==> config.mk <==
export PLATFORM = sky130hd
export DESIGN_NAME = led_panel_capture
export DESIGN_NICKNAME = d
export VERILOG_FILES = /design/src/rtl/led_panel_capture.sv
export SDC_FILE = /design/constraint.sdc
export NUM_CORES = 1
export LEC_CHECK = 0
export CAP_MARGIN = 0
export CORE_MARGIN = 5
export CORE_UTILIZATION = 45
export CTS_BUF_LIST = sky130_fd_sc_hd__clkbuf_16
export DETAILED_ROUTE_END_ITERATION = 10
export PLACE_DENSITY_LB_ADDON = 0.15
export SYNTH_ARGS = -nofsm -noshare
export SYNTH_HDL_FRONTEND = slang
export SYNTH_SLANG_ARGS = --single-unit
==> constraint.sdc <==
create_clock -name clk -period 8.2 [get_ports clk]
set_clock_uncertainty 0.05 [all_clocks]
set_input_delay 2.05 -clock clk [delete_from_list [all_inputs] [get_ports clk]]
set_output_delay 2.05 -clock clk [all_outputs]
set_load 0.05 [all_outputs]
==> src/rtl/led_panel_capture.sv <==
// Captures the serial RGB row stream of a HUB-style LED panel driver into a
// 4-row store with a registered random-access read port and status flags.
module led_panel_capture #(
  parameter int COLS = 32
) (
  input  logic                    clk,
  input  logic                    reset,
  input  logic                    red_in,
  input  logic                    green_in,
  input  logic                    blue_in,
  input  logic                    sclk_in,
  input  logic                    latch_in,
  input  logic                    blank_in,
  input  logic                    aclk_in,
  input  logic                    arst_in,
  input  logic [1:0]              rd_row,
  input  logic [$clog2(COLS)-1:0] rd_col,
  output logic [2:0]              rd_rgb,
  output logic                    row_latched,
  output logic [1:0]              latched_row,
  output logic                    frame_done,
  output logic                    len_err,
  output logic                    lit
);

  typedef enum logic {WAIT_SYNC, RUN} state_t;

  state_t     state_reg, state_next;
  // s1 = {r, g, b, sclk, latch, aclk, blank, arst}; s2 keeps only what edges/shifts need
  logic [7:0] s1_reg;
  logic [5:0] s2_reg;
  logic [1:0] warm_reg;
  logic       edges_en;
  logic       sclk_edge, latch_edge, aclk_edge;
  logic       store_we;
  logic [5:0] bit_cnt_reg;
  logic [1:0] row_addr_reg;
  logic [1:0] latched_row_reg;
  logic       row_latched_reg, frame_done_reg, len_err_reg, lit_reg;

  always_ff @(posedge clk) begin
    if (reset) begin
      s1_reg   <= '0;
      s2_reg   <= '0;
      warm_reg <= '0;
    end else begin
      s1_reg <= {red_in, green_in, blue_in, sclk_in, latch_in, aclk_in, blank_in, arst_in};
      s2_reg <= s1_reg[7:2];
      if (warm_reg != 2'd2) warm_reg <= warm_reg + 2'd1;
    end
  end

  // s2 still holds reset zeros for two cycles; an idle-high line would look like a rise
  assign edges_en   = (warm_reg == 2'd2);
  assign sclk_edge  = edges_en & s1_reg[4] & ~s2_reg[2];
  assign latch_edge = edges_en & s1_reg[3] & ~s2_reg[1];
  assign aclk_edge  = edges_en & s1_reg[2] & ~s2_reg[0];

  always_ff @(posedge clk) begin
    if (reset) state_reg <= WAIT_SYNC;
    else       state_reg <= state_next;
  end

  always_comb begin
    state_next = state_reg;
    store_we   = 1'b0;
    case (state_reg)
      WAIT_SYNC: if (s1_reg[0]) state_next = RUN;
      RUN:       store_we = latch_edge;
      default:   state_next = WAIT_SYNC;
    endcase
  end

  always_ff @(posedge clk) begin
    if (reset) begin
      bit_cnt_reg     <= '0;
      row_addr_reg    <= '0;
      latched_row_reg <= '0;
      row_latched_reg <= 1'b0;
      frame_done_reg  <= 1'b0;
      len_err_reg     <= 1'b0;
      lit_reg         <= 1'b0;
    end else begin
      if (latch_edge)
        bit_cnt_reg <= sclk_edge ? 6'd1 : 6'd0;
      else if (sclk_edge && bit_cnt_reg != 6'd63)
        bit_cnt_reg <= bit_cnt_reg + 6'd1;

      if (s1_reg[0])     row_addr_reg <= '0;
      else if (aclk_edge) row_addr_reg <= row_addr_reg + 2'd1;

      row_latched_reg <= store_we;
      frame_done_reg  <= store_we && (row_addr_reg == 2'd3);
      if (store_we) latched_row_reg <= row_addr_reg;
      if (store_we && bit_cnt_reg != 6'(COLS)) len_err_reg <= 1'b1;
      lit_reg <= (state_reg == RUN) && !s1_reg[1];
    end
  end

  // One shift register, row store and read bit per colour; gi 0/1/2 = blue/green/red
  generate
    for (genvar gi = 0; gi < 3; gi++) begin : g_chan
      logic [COLS-1:0] sr_reg;
      logic [COLS-1:0] store_reg [4];
      logic            rd_bit_reg;

      always_ff @(posedge clk) begin
        if (reset) begin
          sr_reg     <= '0;
          rd_bit_reg <= 1'b0;
          for (int r = 0; r < 4; r++) store_reg[r] <= '0;
        end else begin
          if (sclk_edge) sr_reg <= {sr_reg[COLS-2:0], s2_reg[3+gi]};
          if (store_we)  store_reg[row_addr_reg] <= sr_reg;
          rd_bit_reg <= store_reg[rd_row][rd_col];
        end
      end

      assign rd_rgb[gi] = rd_bit_reg;
    end
  endgenerate

  assign row_latched = row_latched_reg;
  assign latched_row = latched_row_reg;
  assign frame_done  = frame_done_reg;
  assign len_err     = len_err_reg;
  assign lit         = lit_reg;

endmodule

==> results by group, run 1 <==
Worst setup path
  • Critical Path End Type: register
  • Worst R2R Path Depth: 9
  • Arrival time worst endpoint: 4900 ps
  • Crit-path slowest cell: clkdlybuf4s50_1
  • Startpoint Class: primary input
  • Worst r2r src: warm_reg[0]
  • Required time worst endpoint: 8620 ps
  • CP Max Fanout: 24
  • CP Class: in -> reg
  • Top delay family on crit path: simple AND/OR/NAND/NOR gates
  • Worst Path Buf+Inv: 1
  • R2R setup slack: 4660 ps
  • Critical path cell sequence: clkdlybuf4s50_1 -> nor2b_2 -> a22oi_1 -> nand3_1 -> nand2_1 -> o21ai_0 -> o211ai_2
  • Max incr delay on CP: 1040 ps
  • Reg-to-reg endpoint: g_chan[2].store_reg[1][7]

Floorplanning
  • Initial Util: 45.3%
  • Die height: 232 um
  • Core area: 48700 um^2
  • FP Rows: 81
  • Top Ports: 26
  • Width of the die: 232 um
  • Die ar.: 53600 um^2

Clock network
  • Clock slew at reported path FFs: 60 ps
  • CTS Root Cell: clkbuf_16
  • Post-CTS Hold Fix Bufs: 0
  • Clock Path Buffers: 3
  • Post_cts resized: 0
  • TritonCTS clock tree: built
  • Setup Buffers After CTS: 0
  • Clock tree sinks: 514
  • CTS buffer count: 54
  • Later-pin clock latency in the skew report: 600 ps
  • CTS H-tree depth: 2

Global routing
  • Grt ovf: 0
  • Vias in the first global route: 13370
  • Initial antenna violation count: 2
  • Global Route Usage Sum: 19.8%
  • First-pass GRT wire length: 82100 um
  • M2 GR Usage: 31.9%
  • GRT busiest layer: met2
  • Global-route met3 utilization: 3.30%
  • Largest net degree at the start of global routing: 97
  • Met1 usage in global routing: 28.6%

Power
  • Power Total: 5490 uW
  • Internal power: 4230 uW
  • Clk pwr share: 41.1%
  • Pwr/cell area: 225 nW/um^2
  • Combinational Power Share: 6.1%
  • Leak: 0.00885 uW
  • Reg power frac: 52.8%
  • Sw Ratio: 22.8%
  • Switch Pwr: 1250 uW
  • Maximum VDD drop: 0.173 mV

STA
  • Final hold vios: 0
  • Worst slew margin: 22.6%
  • Unrepaired setup endpoints after global routing: no
  • Fin. max-slew vios: 0
  • Fin crit period: 4480 ps
  • Setup TNS: 0 ps
  • Worst-margin pin slew: 1160 ps
  • Period utilization: 54.6%
  • Final setup viols: 0
  • FMAX: 223 MHz

Synthesis
  • Post-synth ARST share: 0%
  • Synth Flop Type: edfxtp_1
  • Post-synth top area cell: edfxtp_1
  • Simple-gate share of the synthesized area: 17.8%
  • Synth Instances: 1740
  • Syn Nets: 1761
  • Post-Synthesis Cell Area: 22100 um^2
  • Synth Area in Compound Gates: 6.03%
  • Seq/Total Area, Yosys: 63.9%
  • Ys Warns: 0
  • Largest family of logic cells by synthesized area: simple AND/OR/NAND/NOR gates
  • EDFF count, synth: 384
  • Mux cell area share after synthesis: 8.72%
  • Yosys cell types: 58
  • Synth Register Bits: 514
  • Synth Area in XOR/XNOR: 0.238%
  • Post-synthesis adder-cell area fraction: 0.226%
  • Top post-synthesis cells by area: edfxtp_1, dfxtp_1, and2_1
  • Post-synth top area share: 52.2%
  • Mean Syn Cell Area: 12.7 um^2

Worst hold path
  • Critical hold path startpoint: s1_reg[1]
  • Worst min-delay path class: reg -> reg
  • Hold EP: lit
  • Min-Delay Path Depth: 1

Flow run
  • # Max-Cap Violations: 0

Layout
  • Fill count: 4266
  • Commonest cells after routing, fill and taps aside: and2_1, edfxtp_1, nand2_1
  • Ant. Diodes: 0
  • Largest register FFs: 384
  • Most common cell after layout, fill and taps aside: and2_1
  • Area Overhead vs Synth: 10.3%
  • Share of post-route cells with drive strength above 1: 8.00%
  • NumNets Final: 1739

Routing
  • First-pass DRT Iterations: 4
  • Routed Antenna Nets: 0
  • Average wire per standard cell: 21.8 um
  • Routed via count: 13082
  • Post-Route WL: 52900 um
  • # DRC: 0
  • Via-to-Cell Ratio: 5.39
  • 1st-iter DRT viols: 1069

Placed design
  • # port buffers: 25
  • RD Place Congestion: 0.783
  • HPWL Detailed: 29200 um

Status
  • Status: completed
layout make-up:
| class | count | area, um^2 | area share [%] |
|---|---|---|---|
| Clock buffer | 55 | 1380 | 5.65 |
| Timing Repair Buffer | 49 | 422 | 1.73 |
| Clock inverter | 46 | 240 | 0.986 |
| Sequential cell | 514 | 14100 | 58.0 |
| Multi-Input combinational cell | 1094 | 7350 | 30.2 |
| Tap cell | 664 | 831 | 3.41 |
| Inverter | 5 | 18.8 | 0.0770 |
synth_stat cells, drive strengths merged, types with 3 or more instances:
cell type / instances
and2: 388
a211oi: 3
clkbuf: 75
nand3b: 5
a21oi: 107
mux4: 30
a221oi: 4
ha: 4
dfxtp: 130
nor3: 6
xor2: 3
o21ai: 10
edfxtp: 384
or2: 6
nor2b: 21
nor2: 25
inv: 5
a22oi: 50
nand4: 9
o31ai: 3
xnor2: 3
nand2: 213
nor3b: 3
buf: 52
mux2i: 125
o221ai: 3
nand3: 27
nor4b: 3
o211ai: 7
a311oi: 4
o22ai: 11
how the worst max path moves through the flow:
stage	cells after the start	slack, ps	endpoint	start
floorplan	3	2200	g_chan[0].store_reg[3][0]	reset
global placement	7	3250	g_chan[0].rd_bit_reg	rd_row[1]
detailed placement	8	3150	g_chan[0].rd_bit_reg	rd_row[0]
CTS	8	3770	g_chan[0].rd_bit_reg	rd_row[0]
global route	8	3520	g_chan[0].rd_bit_reg	rd_row[0]
finish	7	3720	g_chan[0].rd_bit_reg	rd_col[2]
power groups by stage:
| stage | combinational [uW] | sequential, uW | clock (uW) |
|---|---|---|---|
| 3_5_place_dp | 340 | 2950 | 0 |
| 4_1_cts | 341 | 2890 | 2310 |
| 6_report | 335 | 2890 | 2260 |
| 5_1_grt | 361 | 2900 | 2420 |
| 2_1_floorplan | 231 | 2950 | 0 |
| 3_3_place_gp | 337 | 2950 | 0 |
worst register-to-register path, delay by kind of cell (launching register included):
| family | cells | cell delay [ps] |
|---|---|---|
| buffers and inverters | 3 | 1040 |
| and+or+nand+nor | 5 | 1470 |
| adders and majority gates | 1 | 280 |
| DFF | 1 | 320 |
cell families after synthesis:
group / Yosys count
simple gates: 716
compound gates: 213
xor+xnor: 6
flops: 514
mux: 155
fa+ha+maj: 4
buf+inv: 132
per-layer routing:
| layer | share of wire [%] | routed length (um) |
|---|---|---|
| met3 | 4.5 | 2380 |
| met5 | 0.038 | 20 |
| met1 | 46 | 24400 |
| met4 | 1.6 | 863 |
| met2 | 48 | 25200 |
metrics by stage:
step,util (%),instances,cell area [um^2],worst slack [ps],hold slack [ps]
floorplan,-,1740,22100,2200,322
global placement,46.7,2326,22800,3250,330
detailed placement,46.7,2326,22800,3150,334
CTS,50.0,2427,24400,3770,346
global route,50.0,2427,24400,3520,374
finish,50.0,2427,24400,3720,342
Power figures use the tool's default switching activity.
==> inputs of run 2 (changes only) <==
- clock period: 8.2 -> 3.87 ns (I/O delays scaled with it)
==> run 2 against run 1 <==
Setup slack lost 2800 ps. Register-to-register slack lost 3500 ps. Cell count grew 1.2%. Core utilization grew 1.1 points. Clock power grew 120%. Non-clock buffer count grew 25. Sequential power grew 110%. First-iteration DRC count grew 2.3%. Critical path depth shrank 1. Combinational power grew 130%. Total power grew 120%. Final area grew 2.3%.
==> results by group, run 2 (synthesis gave the netlist of run 1 again) <==
STA
  • Period utilization: 76.2%
  • Fin. max-slew vios: 0
  • Fin crit period: 2950 ps
  • Worst-margin pin slew: 993 ps
  • Final setup viols: 0
  • FMAX: 339 MHz
  • Final hold vios: 0
  • Worst slew margin: 33.6%
  • Unrepaired setup endpoints after global routing: no
  • Setup TNS: 0 ps

Placed design
  • Placed insts: 2351
  • RD Place Congestion: 0.804
  • HPWL Detailed: 29600 um
  • # port buffers: 25

Floorplanning
  • Core area: 48700 um^2
  • Die ar.: 53600 um^2
  • Top Ports: 26
  • Initial Util: 45.3%
  • Die height: 232 um
  • FP Rows: 81
  • Width of the die: 232 um

Worst setup path
  • Worst r2r src: warm_reg[0]
  • CP Class: in -> reg
  • Critical Path Sink: g_chan[2].rd_bit_reg
  • Worst R2R Path Depth: 8
  • CP Max Fanout: 12
  • Worst Path Buf+Inv: 1
  • Startpoint Class: primary input
  • Max incr delay on CP: 810 ps
  • Critical path cell sequence: clkdlybuf4s50_1 -> or3b_1 -> o22ai_1 -> nor3_1 -> a32o_1 -> o211ai_1
  • Top delay family on crit path: simple AND/OR/NAND/NOR gates
  • Critical Path End Type: register
  • Required time worst endpoint: 4300 ps
  • Arrival time worst endpoint: 3380 ps
  • R2R setup slack: 1140 ps
  • Reg-to-reg endpoint: g_chan[1].store_reg[1][2]
  • CP Depth: 6
  • Crit path from: rd_col[1]
  • Crit-path slowest cell: clkdlybuf4s50_1

Clock network
  • Clock slew at reported path FFs: 60 ps
  • CTS H-tree depth: 2
  • CTS buffer count: 55
  • Later-pin clock latency in the skew report: 600 ps
  • CTS Root Cell: clkbuf_16
  • Post-CTS Hold Fix Bufs: 0
  • Clock tree sinks: 514
  • Clock Path Buffers: 3
  • TritonCTS clock tree: built
  • Setup Buffers After CTS: 0
  • Post_cts resized: 0

Layout
  • Fill count: 4187
  • Final core occ: 51.1%
  • NumNets Final: 1765
  • Area Overhead vs Synth: 12.8%
  • Post-route insts no fill: 2455
  • Commonest cells after routing, fill and taps aside: and2_1, edfxtp_1, nand2_1
  • Share of post-route cells with drive strength above 1: 10.3%
  • Largest register FFs: 384
  • Most common cell after layout, fill and taps aside: and2_1

Routing
  • Routed Antenna Nets: 0
  • Average wire per standard cell: 21.8 um
  • Post-Route WL: 53600 um
  • # DRC: 0
  • First-pass DRT Iterations: 5
  • Via-to-Cell Ratio: 5.38
  • 1st-iter DRT viols: 1094
  • Routed via count: 13216

Global routing
  • Global Route Usage Sum: 20.1%
  • Initial antenna violation count: 1
  • First-pass GRT wire length: 83200 um
  • Vias in the first global route: 13515
  • Largest net degree at the start of global routing: 97
  • Grt ovf: 0

Power
  • Combinational Power Share: 6.5%
  • Leak: 0.00907 uW
  • Power Total: 12000 uW
  • Switch Pwr: 2760 uW
  • Reg power frac: 51.2%
  • Pwr/cell area: 481 nW/um^2
  • Internal power: 9230 uW
  • Maximum VDD drop: 0.307 mV
  • Sw Ratio: 23.0%
  • Clk pwr share: 42.4%

Flow run
  • # Max-Cap Violations: 0

Worst hold path
  • Worst min-delay path class: reg -> reg
  • Min-Delay Path Depth: 1

Status
  • Status: completed
==> run 2: cell types whose count changed in the layout (fill, tap and decap cells not counted), sizes merged, moves of 3 or more <==
cell / previous run / this run
buf: 27 / 52
inv: 29 / 18
clkinv: 19 / 27
clkbuf: 56 / 59
==> run 2: cell type report <==
| type | instances | area [um^2] | area share [%] |
|---|---|---|---|
| clock inverter | 45 | 284 | 1.14 |
| inverter | 5 | 18.8 | 0.0753 |
| antenna | 1 | 2.50 | 0.0100 |
| timing repair buffer | 74 | 835 | 3.35 |
| tap | 664 | 831 | 3.33 |
| multi-input combinational | 1094 | 7370 | 29.6 |
| sequential | 514 | 14100 | 56.7 |
| clock buffer | 58 | 1450 | 5.82 |
==> run 2: worst min-delay path by stage <==
stage | from | end | slack, ps
after global routing | s1_reg[1] | lit | 350
after global placement | s1_reg[1] | lit | 330
after detailed placement | s1_reg[1] | lit | 330
final | s1_reg[1] | lit | 340
after CTS | s1_reg[1] | lit | 340
after floorplan | s1_reg[1] | lit | 320
==> run 2: per-layer routing <==
| layer | GRT usage, % | wire length, um |
|---|---|---|
| met1 | 29.6 | 25300 |
| met3 | 3.39 | 2740 |
| met4 | 4.87 | 1230 |
| met2 | 31.4 | 24400 |
| met5 | 0 | 0 |
==> run 2: power by group through the flow <==
stage / combinational (uW) / sequential (uW) / clock [uW]
global placement: 781 / 6250 / 0
CTS: 788 / 6140 / 5190
floorplan: 505 / 6240 / 0
detailed placement: 787 / 6250 / 0
finish: 778 / 6140 / 5080
global route: 836 / 6150 / 5410
==> run 2: metrics by stage <==
step	area, um^2	hold slack (ps)	worst slack, ps
after floorplan	22200	322	-6.25
after global placement	23200	332	359
after detailed placement	23200	327	338
after CTS	24900	340	884
after global routing	24900	351	854
final	24900	339	921
==> inputs of run 3 (changes only) <==
- clock period: 3.87 -> 2.5 ns (I/O delays scaled with it)
==> run 3 against run 2 <==
First-iteration DRC count is 1.5% higher. Global-route usage is 0.30 points lower. Critical path type is now reg -> out. Sequential share of layout area is 1.5 points lower.
==> results by group, run 3 (synthesis gave the netlist of run 1 again) <==
Status
  • Status: completed

Power
  • Maximum VDD drop: 0.579 mV
  • Leak: 0.00947 uW
  • Power Total: 18500 uW
  • Pwr/cell area: 724 nW/um^2

Global routing
  • Grt ovf: 0
  • Largest net degree at the start of global routing: 98
  • First-pass GRT wire length: 82400 um
  • Global Route Usage Sum: 19.8%
  • Initial antenna violation count: 1
  • Vias in the first global route: 13784

Worst setup path
  • Max incr delay on CP: 820 ps
  • Arrival time worst endpoint: 1760 ps
  • Startpoint Class: register
  • Top delay family on crit path: buffers and inverters
  • CP Max Fanout: 1
  • R2R setup slack: 250 ps
  • CP Class: reg -> out
  • Worst R2R Path Depth: 8
  • Reg-to-reg endpoint: g_chan[1].store_reg[1][7]
  • Critical Path End Type: output port
  • Crit path from: g_chan[0].rd_bit_reg
  • Worst Path Buf+Inv: 1
  • Worst r2r src: warm_reg[0]
  • Critical path cell sequence: clkdlybuf4s50_1
  • Crit-path slowest cell: clkdlybuf4s50_1
  • CP Depth: 1
  • Required time worst endpoint: 1820 ps
  • Critical Path Sink: rd_rgb[0]

Routing
  • Via-to-Cell Ratio: 5.32
  • Post-Route WL: 52800 um
  • First-pass DRT Iterations: 5
  • 1st-iter DRT viols: 1110
  • Post-Route M1 WL: 25400 um
  • Routed length on met3: 2200 um
  • Routed Antenna Nets: 0
  • Routed via count: 13401
  • Average wire per standard cell: 21.0 um
  • Top Layer Used: met5
  • Metal2 WL: 24300 um
  • # DRC: 0

Placed design
  • HPWL Detailed: 30600 um
  • DP Area: 23900 um^2
  • RD Place Congestion: 0.793
  • # port buffers: 25

Layout
  • Post-route cell area: 25600 um^2
  • Fill count: 4203
  • Area Overhead vs Synth: 15.7%
  • Area of the multi-input gates: 7370 um^2
  • Largest register FFs: 384
  • FF/Latch Area: 14100 um^2
  • Commonest cells after routing, fill and taps aside: and2_1, edfxtp_1, nand2_1
  • Share of post-route cells with drive strength above 1: 13.0%
  • Most common cell after layout, fill and taps aside: and2_1
  • Ant. Diodes: 0
  • NumNets Final: 1830

Clock network
  • CTS H-tree depth: 2
  • CTS buffer count: 53
  • Clock slew at reported path FFs: 60 ps
  • CTS Root Cell: clkbuf_16
  • Later-pin clock latency in the skew report: 590 ps
  • Clock tree sinks: 514
  • Clock Path Buffers: 3
  • TritonCTS clock tree: built

STA
  • Final hold vios: 0
  • Worst slew margin: 41.1%
  • Hold slack: 300 ps
  • Fin. max-slew vios: 0
  • Unrepaired setup endpoints after global routing: no
  • Final setup viols: 0
  • Fin crit period: 2430 ps
  • Worst-margin pin slew: 884 ps
  • Period utilization: 97.2%
  • FMAX: 412 MHz

Floorplanning
  • Core area: 48700 um^2
  • Initial Util: 45.3%
  • Top Ports: 26
  • FP Rows: 81
  • Die height: 232 um
  • Width of the die: 232 um
  • Die ar.: 53600 um^2

Flow run
  • # Max-Cap Violations: 0

Worst hold path
  • Worst min-delay path class: in -> reg
==> run 3: worst min-delay path by stage <==
stage	from	endpoint	slack, ps	cells past startpoint
4_1_cts	reset	g_chan[0].sr_reg[16]	270	2
3_3_place_gp	s1_reg[1]	lit	330	1
5_1_grt	reset	g_chan[2].sr_reg[16]	290	2
6_report	reset	g_chan[0].sr_reg[16]	300	2
3_5_place_dp	s1_reg[1]	lit	330	1
2_1_floorplan	s1_reg[1]	lit	320	1
==> run 3: final cells by class <==
cell class                 count  area share (%)
sequential                   514            55.3
clock buffer                  55            5.38
timing repair buffer         141            6.00
multi-input combinational   1094            28.8
clock inverter                45            1.24
inverter                       5          0.0734
tap                          664            3.25
==> run 3: timing repair <==
item | 4_1_cts | 5_1_grt
buffers inserted | 0 | 0
gates resized for setup | 2 | 0
endpoints found under the setup margin | 2 | 0
hold buffers | 0 | 0
==> run 3: per-stage QoR <==
step,setup slack [ps],setup TNS (ps),instances,utilization (%)
floorplan,-1370,-213890,1740,-
global placement,-446,-1020,2418,49.0
detailed placement,-365,-898,2418,49.0
CTS,10.4,0,2518,52.5
global route,8.16,0,2518,52.5
finish,70.0,0,2518,52.5
==> run 3: power by group <==
group / internal (uW) / switching [uW]
sequential: 9400 / 92.1
clock: 4470 / 3240
combinational: 511 / 818
==> run 3: per-layer routing <==
layer / track usage, % / vias to the layer above
met5: 0 / -
met4: 4.38 / 2
met3: 2.96 / 62
met2: 31.6 / 256
met1: 29.0 / 6749
li1: - / 6332
